<file path="config.mk">
export PLATFORM = sky130hd
export DESIGN_NAME = fetch_unit_flat
export DESIGN_NICKNAME = d
export VERILOG_FILES = /design/src/rtl/fetch_unit_pkg.sv /design/src/rtl/fetch_unit_if.sv /design/src/rtl/fetch_unit_branch_lut.sv /design/src/rtl/fetch_unit.sv /design/src/flat_wrapper.sv
export SDC_FILE = /design/constraint.sdc
export NUM_CORES = 1
export LEC_CHECK = 0
export ABC_AREA = 1
export BUFFER_PORTS_ARGS = -buffer_cell sky130_fd_sc_hd__buf_4
export CORE_UTILIZATION = 55
export DETAILED_ROUTE_END_ITERATION = 8
export PLACE_DENSITY = 0.87
export SLEW_MARGIN = 5
export SYNTH_ARGS = -nofsm -noshare
export SYNTH_HDL_FRONTEND = slang
export SYNTH_SLANG_ARGS = --single-unit
</file>
<file path="constraint.sdc">
create_clock -name clock -period 1.85 [get_ports clock]
set_input_delay 0.185 -clock clock [delete_from_list [all_inputs] [get_ports clock]]
set_output_delay 0.185 -clock clock [all_outputs]
set_load 0.02 [all_outputs]
</file>
<file path="src/rtl/fetch_unit_pkg.sv">
// Shared definitions for the fetch unit: FSM state encoding, branch-target
// table contents and an index-width helper.
package fetch_unit_pkg;

  typedef enum logic [1:0] {
    IDLE  = 2'd0,
    RUN   = 2'd1,
    FLUSH = 2'd2,
    HALT  = 2'd3
  } state_e;

  // Number of entries the table below defines; deeper LUTs read 0 beyond it.
  localparam int unsigned TABLE_ENTRIES = 16;

  // Width of a LUT index, never narrower than one bit.
  function automatic int unsigned idx_width(input int unsigned depth);
    return (depth > 1) ? 32'($clog2(depth)) : 32'd1;
  endfunction

  // Branch-target table; entries are truncated to PC_WIDTH by the ROM.
  function automatic int unsigned branch_target(input int unsigned idx);
    case (idx)
      32'd0:   return 32'd0;
      32'd1:   return 32'd9;
      32'd2:   return 32'd5;
      32'd3:   return 32'd40;
      32'd4:   return 32'd11;
      32'd5:   return 32'd19;
      32'd6:   return 32'd100;
      32'd7:   return 32'd200;
      32'd8:   return 32'd300;
      32'd9:   return 32'd400;
      32'd10:  return 32'd500;
      32'd11:  return 32'd600;
      32'd12:  return 32'd700;
      32'd13:  return 32'd800;
      32'd14:  return 32'd900;
      32'd15:  return 32'd1000;
      default: return 32'd0;
    endcase
  endfunction

endpackage

</file>
<file path="src/rtl/fetch_unit_if.sv">
// Fetch unit control/address bundle.
//   slave  (fetch unit): receives start, jump_flag, jump_idx, halt_req, stall;
//                        drives pc, fetch_valid, done.
//   master (core side) : the mirror image.
interface fetch_unit_if #(
  parameter int unsigned PC_WIDTH  = 10,
  parameter int unsigned LUT_DEPTH = 16
) ();
  import fetch_unit_pkg::*;

  localparam int unsigned IDX_W = idx_width(LUT_DEPTH);

  logic                 start;
  logic                 jump_flag;
  logic [IDX_W-1:0]     jump_idx;
  logic                 halt_req;
  logic                 stall;
  logic [PC_WIDTH-1:0]  pc;
  logic                 fetch_valid;
  logic                 done;

  modport master (
    output start, jump_flag, jump_idx, halt_req, stall,
    input  pc, fetch_valid, done
  );

  modport slave (
    input  start, jump_flag, jump_idx, halt_req, stall,
    output pc, fetch_valid, done
  );

endinterface

</file>
<file path="src/rtl/fetch_unit_branch_lut.sv">
// Branch-target ROM (combinational).
//   idx_i    : LUT index
//   target_o : branch target pc; 0 for an index at or beyond LUT_DEPTH
module branch_lut
  import fetch_unit_pkg::*;
#(
  parameter int unsigned PC_WIDTH  = 10,
  parameter int unsigned LUT_DEPTH = 16
) (
  input  logic [idx_width(LUT_DEPTH)-1:0] idx_i,
  output logic [PC_WIDTH-1:0]             target_o
);

  always_comb begin
    target_o = '0;
    if (32'(idx_i) < LUT_DEPTH) begin
      target_o = PC_WIDTH'(branch_target(32'(idx_i)));
    end
  end

endmodule

</file>
<file path="src/rtl/fetch_unit.sv">
// Instruction fetch sequencer: state register, pc register and next-pc mux.
//   clock : rising-edge clock
//   reset : asynchronous active-high reset
//   bus   : fetch_unit_if.slave (start, jump_flag, jump_idx, halt_req, stall
//           in; pc, fetch_valid, done out)
module fetch_unit
  import fetch_unit_pkg::*;
#(
  parameter int unsigned PC_WIDTH  = 10,
  parameter int unsigned LUT_DEPTH = 16
) (
  input  logic         clock,
  input  logic         reset,
  fetch_unit_if.slave  bus
);

  state_e               state_q, state_d;
  logic [PC_WIDTH-1:0]  pc_q, pc_d;
  logic [PC_WIDTH-1:0]  lut_target;

  branch_lut #(
    .PC_WIDTH  (PC_WIDTH),
    .LUT_DEPTH (LUT_DEPTH)
  ) u_branch_lut (
    .idx_i    (bus.jump_idx),
    .target_o (lut_target)
  );

  // Next-state / next-pc selection.
  always_comb begin
    state_d = state_q;
    pc_d    = pc_q;
    case (state_q)
      IDLE: begin
        pc_d = '0;
        if (bus.start) state_d = RUN;
      end
      RUN: begin
        // A taken branch wins over both stall and halt.
        if (bus.jump_flag) begin
          pc_d    = lut_target;
          state_d = FLUSH;
        end else if (!bus.stall) begin
          if (bus.halt_req) state_d = HALT;
          else              pc_d    = pc_q + PC_WIDTH'(1);
        end
      end
      FLUSH: begin
        // Squash slot lasts one cycle whether or not downstream stalls.
        state_d = RUN;
        if (!bus.stall) pc_d = pc_q + PC_WIDTH'(1);
      end
      HALT: begin
        if (bus.start) begin
          state_d = RUN;
          pc_d    = '0;
        end
      end
      default: begin
        state_d = IDLE;
        pc_d    = '0;
      end
    endcase
  end

  // State and pc registers.
  always_ff @(posedge clock or posedge reset) begin
    if (reset) begin
      state_q <= IDLE;
      pc_q    <= '0;
    end else begin
      state_q <= state_d;
      pc_q    <= pc_d;
    end
  end

  // Outputs are the pc register and a decode of the state register.
  assign bus.pc          = pc_q;
  assign bus.fetch_valid = (state_q == RUN);
  assign bus.done        = (state_q == HALT);

endmodule

</file>
<file path="src/flat_wrapper.sv">
// flat-port wrapper written by rule: the top's interface ports become plain ports
module fetch_unit_flat import fetch_unit_pkg::*;
#(
  parameter int unsigned PC_WIDTH  = 10,
  parameter int unsigned LUT_DEPTH = 16
)
  (clock, reset, bus_start, bus_jump_flag, bus_jump_idx, bus_halt_req, bus_stall, bus_pc, bus_fetch_valid, bus_done);
  fetch_unit_if #(.PC_WIDTH(PC_WIDTH), .LUT_DEPTH(LUT_DEPTH)) bus_i ();
  input  logic clock;
  input  logic reset;
  input wire logic [$bits(bus_i.start)-1:0] bus_start;
  input wire logic [$bits(bus_i.jump_flag)-1:0] bus_jump_flag;
  input wire logic [$bits(bus_i.jump_idx)-1:0] bus_jump_idx;
  input wire logic [$bits(bus_i.halt_req)-1:0] bus_halt_req;
  input wire logic [$bits(bus_i.stall)-1:0] bus_stall;
  output wire logic [$bits(bus_i.pc)-1:0] bus_pc;
  output wire logic [$bits(bus_i.fetch_valid)-1:0] bus_fetch_valid;
  output wire logic [$bits(bus_i.done)-1:0] bus_done;
  assign bus_i.start = bus_start;
  assign bus_i.jump_flag = bus_jump_flag;
  assign bus_i.jump_idx = bus_jump_idx;
  assign bus_i.halt_req = bus_halt_req;
  assign bus_i.stall = bus_stall;
  assign bus_pc = bus_i.pc;
  assign bus_fetch_valid = bus_i.fetch_valid;
  assign bus_done = bus_i.done;
  fetch_unit #(.PC_WIDTH(PC_WIDTH), .LUT_DEPTH(LUT_DEPTH)) u_core (.clock(clock), .reset(reset), .bus(bus_i));
endmodule
</file>
## Yosys cells after proc, flatten, opt, wreduce, memory -nomap -nowiden

Memory sizes are Yosys's and may differ from the RTL's.
Cells that the tools add are included.

| word-level totals | value |
|---|---|
| register bits | 12 |
| memory bits (read-only) | 160 |
| bits of input ports | 10 |
| output and inout port bits | 12 |
| memories | 1 |

| cells by class | value |
|---|---|
| add/sub/neg operators | 1 |
| equality and inequality tests | 9 |
| multiplexer cells | 11 |
| reductions and logical operators | 4 |

Memory list:

| memory | words | bits a word | rd ports | clocked after memory_dff | write ports | line | text |
|---|---|---|---|---|---|---|---|
| (no name shown) | 16 | 10 | 1 | 0 | 0 | fetch_unit_pkg.sv:22 | `case (idx)` |

Operator list:

| operator | count |
|---|---|
| 10-bit two-way mux | 5 |
| 10-bit case mux with 4 select lines | 1 |
| 10-bit by 1-bit adder with 10-bit output (second input constant) | 1 |
| 3-bit inequality test (second input constant) | 3 |
| 2-bit two-way mux | 4 |
| 2-bit case mux with 3 select lines | 1 |
| 2-bit == test (second input constant) | 2 |
| 2-bit inequality test (second input constant) | 2 |
| 4-bit AND reduction | 1 |
| 3-bit AND reduction | 1 |
| 2-bit by 1-bit == test with 1-bit output (second input constant) | 1 |
| 2-bit logical NOT | 1 |
| 2-bit by 1-bit inequality test with 1-bit output (second input constant) | 1 |
| 2-bit OR reduction | 1 |

## Logic depth before layout (Yosys ltp)

| depth | value |
|---|---|
| word-level depth | 5 |
| depth in mapped cells | 11 |
| gate-level depth less buffers | 11 |

## Hierarchy

Synthesis repeated with hierarchy kept, for this count alone.

| unflattened totals | value |
|---|---|
| cell total of the unflattened synthesis | 175 |
| area, all modules | 1142.3 um2 |

Modules (own cells, without submodules):

| module | times used | cells an instance | area each (um2) | seq. area each (um2) |
|---|---|---|---|---|
| fetch_unit | 1 | 125 | 865.8 | 300.3 |
| branch_lut | 1 | 50 | 276.5 | 0.0 |

## Worst setup path before layout

OpenSTA, ideal clock, no wires.

| timing | value |
|---|---|
| path kind | reg-to-reg |
| start | register u_core.state_q[1] |
| end | register u_core.pc_q[9], in the netlist u_core.bus.pc[9] |
| setup time | 0.116 ns |
| data arrival time | 1.430 ns |
| required time | 1.734 ns |
| slack | 0.303 ns |
| stages on the path, launching flop included | 10 |
| clock period less this slack | 1.547 ns |
| cells stage by stage | dfrtp_1 -> inv_1 -> ha_1 -> nand2_1 -> a21oi_2 -> nor2_4 -> nand2_1 -> nor2_1 -> nand2_1 -> nand2_1 |

| on the way | value |
|---|---|
| word-level cells in the longest chain between the ends | 3 |
| elaborated cells on any way between the ends | 10 |
| classes of those cells | eq/ne: 7; mux: 1; reduce/logical: 2 |

RTL lines:

| item | line | text |
|---|---|---|
| from (decl) | fetch_unit.sv:17 | `state_e state_q, state_d;` |
| from (signal assigned) | fetch_unit.sv:72 | `state_q <= state_d;` |
| 2-bit by 1-bit == test with 1-bit output (*) | n/a |  |
| named net bus_fetch_valid | flat_wrapper.sv:17 | `output wire logic [$bits(bus_i.fetch_valid)-1:0] bus_fetch_valid;` |
| 3-bit inequality test (no source line) | n/a |  |
| 4-bit AND reduction (no source line) | n/a |  |
| to (signal assigned) | fetch_unit.sv:73 | `pc_q <= pc_d;` |
| to (decl) | fetch_unit.sv:18 | `logic [PC_WIDTH-1:0] pc_q, pc_d;` |

Mark *: on every way through the listed nets, which the timed path passes. The rest lies on a longest branch.
A chain may end at the register's enable or synchronous reset.

## Worst setup path after layout

| timing | value |
|---|---|
| start | register u_core.state_q[1] |
| end | register u_core.pc_q[4], in the netlist u_core.bus.pc[4] |

| on the way | value |
|---|---|
| word-level cells in the longest chain between the ends | 3 |
| elaborated cells on any way between the ends | 10 |
| classes of those cells | eq/ne: 7; mux: 1; reduce/logical: 2 |

RTL lines:

| item | line | text |
|---|---|---|
| 2-bit by 1-bit == test with 1-bit output or 2-bit == test (tied branches) | fetch_unit.sv:33 | `case (state_q)` |
| 3-bit inequality test (no source line) or 2-bit inequality test (tied branches) | n/a |  |
| 4-bit AND reduction (no source line) | n/a |  |

Parallel ways exist; a longest one is shown, timed or not.

==> metrics.txt <==
vias in the first global route=around 1,000; clock power share=0.126; Post-synth EDFFs=0; final period utilization=0.848; CTS max path bufs=2; Synth Area per Inst=about 6.4 sq um; pin count of the biggest net entering global routing=13; critical path data arrival time=1.77 ns; RSZ-0062 raised after global routing=no; final cell count without fillers=234; Least-Margin Pin Slew=a little under 0.5 ns; setup tns final=0 ns; sw frac=0.503; boundary pin count=22; crit path time final=1.57 ns; outcome=finished clean; DIE HEIGHT=between 40 and 50 microns; global-route usage over all layers=0.262; Yosys top cell area share=0.258; hold path endpoint=u_core.state_q[0]; post-detailed-route wirelength per cell=11.4 microns; r2r worst-path depth=8; CP Data Required Time=roughly 2.1 ns; via count=around 1,200; Reg-to-Reg End=u_core.bus.pc[4]; hpwl dp=2090 microns; Pwr per Cell Area=1220 mW/mm^2; asr flop ratio synth=1.00; area of the multi-input gates=746 sq um; Fin. Hold Viols=0; proportion of layout cells with a drive suffix above 1=0.198; GP Congestion=0.873; I/O Buffers=21; Final ANT Viol Nets=0; first-pass GRT wire length=4200 microns; Clock Sinks=12; Seq/Total Area, Yosys=0.258; CP Launch Type=flip-flop; postcts setup bufs=0; Fillers=166; Clock Latency Late Sink=0.27 ns; Die Wd=48.0 microns; H-tree lvl count=1; Worst-path clk slew=0.08 ns; Core Rows=16; Cells after Synth=183; r2r startpoint=u_core.state_q[1]; initial core utilization=0.588; Synthesized Nets=204; Inst Count DP=roughly 230; Layout Skew=0.00142 ns; synth warn=0; CP endpoint kind=flip-flop; Worst Hold Class=input pin to flip-flop; max frequency=638 MHz; Post-route DRC=0; top_reg_cell synth=dfrtp_1; Psw=0.000857 W; post-synth cell types=23; Synth area leaders=dfrtp_1, nand2_1, ha_1; CP Class=flip-flop to flip-flop; logic gate share of total power=0.610; drt via density=5.20; Nets=about 230; CTS tree=built; gr ovfl total=0; LEAKAGE=0.755 nW; Flop pwr share=0.264; CP max FO=6; Layout Area Growth over Synthesis=19.5%; n_diodes=0; Pint=0.000847 W; drt total wl=2660 microns; Yosys top cell by area=dfrtp_1; clock root cell=clkbuf_4; critical hold path startpoint=bus_start; Final Max Slew Viols=0; max cap viols=0; Worst Hold Depth=4; Slew headroom=0.672; R2R setup slack=0.28 ns; post-placement cell area=0.00135 sq mm; die area=0.00231 sq mm; crit path launch=u_core.state_q[1]; cell area after layout=0.00139 sq mm; initial antenna violation count=0; number of DRC markers in iteration 0=45; Synth Register Bits=12; Pre-antenna DRT Iters=4; total power=~0.0017 W; Seq. cell area=300 sq um; core box area=just under 0.002 sq mm; final setup violation count=0; TritonCTS buffer count=3; Peak supply drop=around 0.65 mV; Post-Syn Area=0.00116 sq mm
## power groups by stage
stage / logic, W / clock network, W / registers (W)
after floorplan: 0.000665 / 0 / 0.000515
after global placement: 0.00101 / 0 / 0.000444
after detailed placement: 0.00102 / 0 / 0.000455
after CTS: 0.00104 / 0.000220 / 0.000449
after global routing: 0.00116 / 0.000232 / 0.000467
final: 0.00104 / 0.000214 / 0.000450
## routing by layer
layer / routed length [microns] / share of wire / track usage
met5: 0 / 0 / 0
met4: 74 / 0.028 / 0.106
met3: 146 / 0.055 / 0.0415
met2: 1290 / 0.49 / 0.441
met1: 1150 / 0.43 / 0.333
## cell usage in the layout (no fill, tap or decap), drive strengths merged
cell type    synthesis  layout
buf                  2      21
dlygate4sd3          0       1
ha                  11      11
inv                 28      28
clkbuf               0       4
clkinv               1       1
o21ai               19      19
o211ai               1       1
xnor2                1       1
nor2                14      14
nand2               65      65
nor3                 2       2
a21oi                5       5
nand3               19      19
nand4                1       1
nand3b               1       1
o22ai                1       1
dfrtp               12      12
## registers in the layout, indices dropped and copies added, names as in the netlist
name	flops
u_core.bus.pc	10
u_core.state_q	2
## through the flow
step / setup WS [ns] / utilization / hold WS, ns
6_report: 0.282 / 0.703 / 0.261
3_3_place_gp: 0.372 / 0.679 / 0.228
3_5_place_dp: 0.318 / 0.679 / 0.238
4_1_cts: 0.296 / 0.703 / 0.257
5_1_grt: 0.115 / 0.703 / 0.298
2_1_floorplan: 0.303 / - / 0.0497
## synth_stat cells (all sizes together) (2+ instances only)
| cell type | number |
|---|---|
| a21oi | 5 |
| buf | 2 |
| nor3 | 2 |
| nand3 | 19 |
| nor2 | 14 |
| ha | 11 |
| dfrtp | 12 |
| nand2 | 65 |
| inv | 28 |
| o21ai | 19 |
## critical path: stages, from the launching register on
cell and delay [ns]:
dfrtp_1 0.42, inv_1 0.07, ha_1 0.26, nand2_1 0.14, nor2_1 0.16, o21ai_0 0.11
o21ai_1 0.16, nand2_1 0.08, o21ai_1 0.10
## what timing repair did
item,CTS,global route
hold buffers,1,0
endpoints found under the hold margin,12,0
gates resized for setup,0,0
## cell type report
cell class	instances	share of cell area
Clock buffer	4	0.0261
Inverter	29	0.0782
Multi-Input combinational cell	140	0.535
Sequential cell	12	0.216
Tap cell	27	0.0243
Timing Repair Buffer	22	0.120
## cell families after synthesis
group	synth area share
AND/OR/NAND/NOR	0.396
buffers and inverters	0.102
AO/OA/AOI/OAI	0.118
flip-flops	0.258
adder cells (fa/ha/maj)	0.118
XOR/XNOR	0.00752
## worst max-delay path by stage
| stage | endpoint | slack, ns | depth (start not counted) |
|---|---|---|---|
| after floorplan | u_core.bus.pc[9] | 0.30 | 9 |
| after global routing | u_core.bus.pc[4] | 0.11 | 8 |
| final | u_core.bus.pc[4] | 0.28 | 8 |
| after global placement | u_core.bus.pc[8] | 0.37 | 9 |
| after detailed placement | u_core.bus.pc[9] | 0.32 | 9 |
| after CTS | u_core.bus.pc[4] | 0.30 | 8 |
Power figures use the tool's default switching activity.
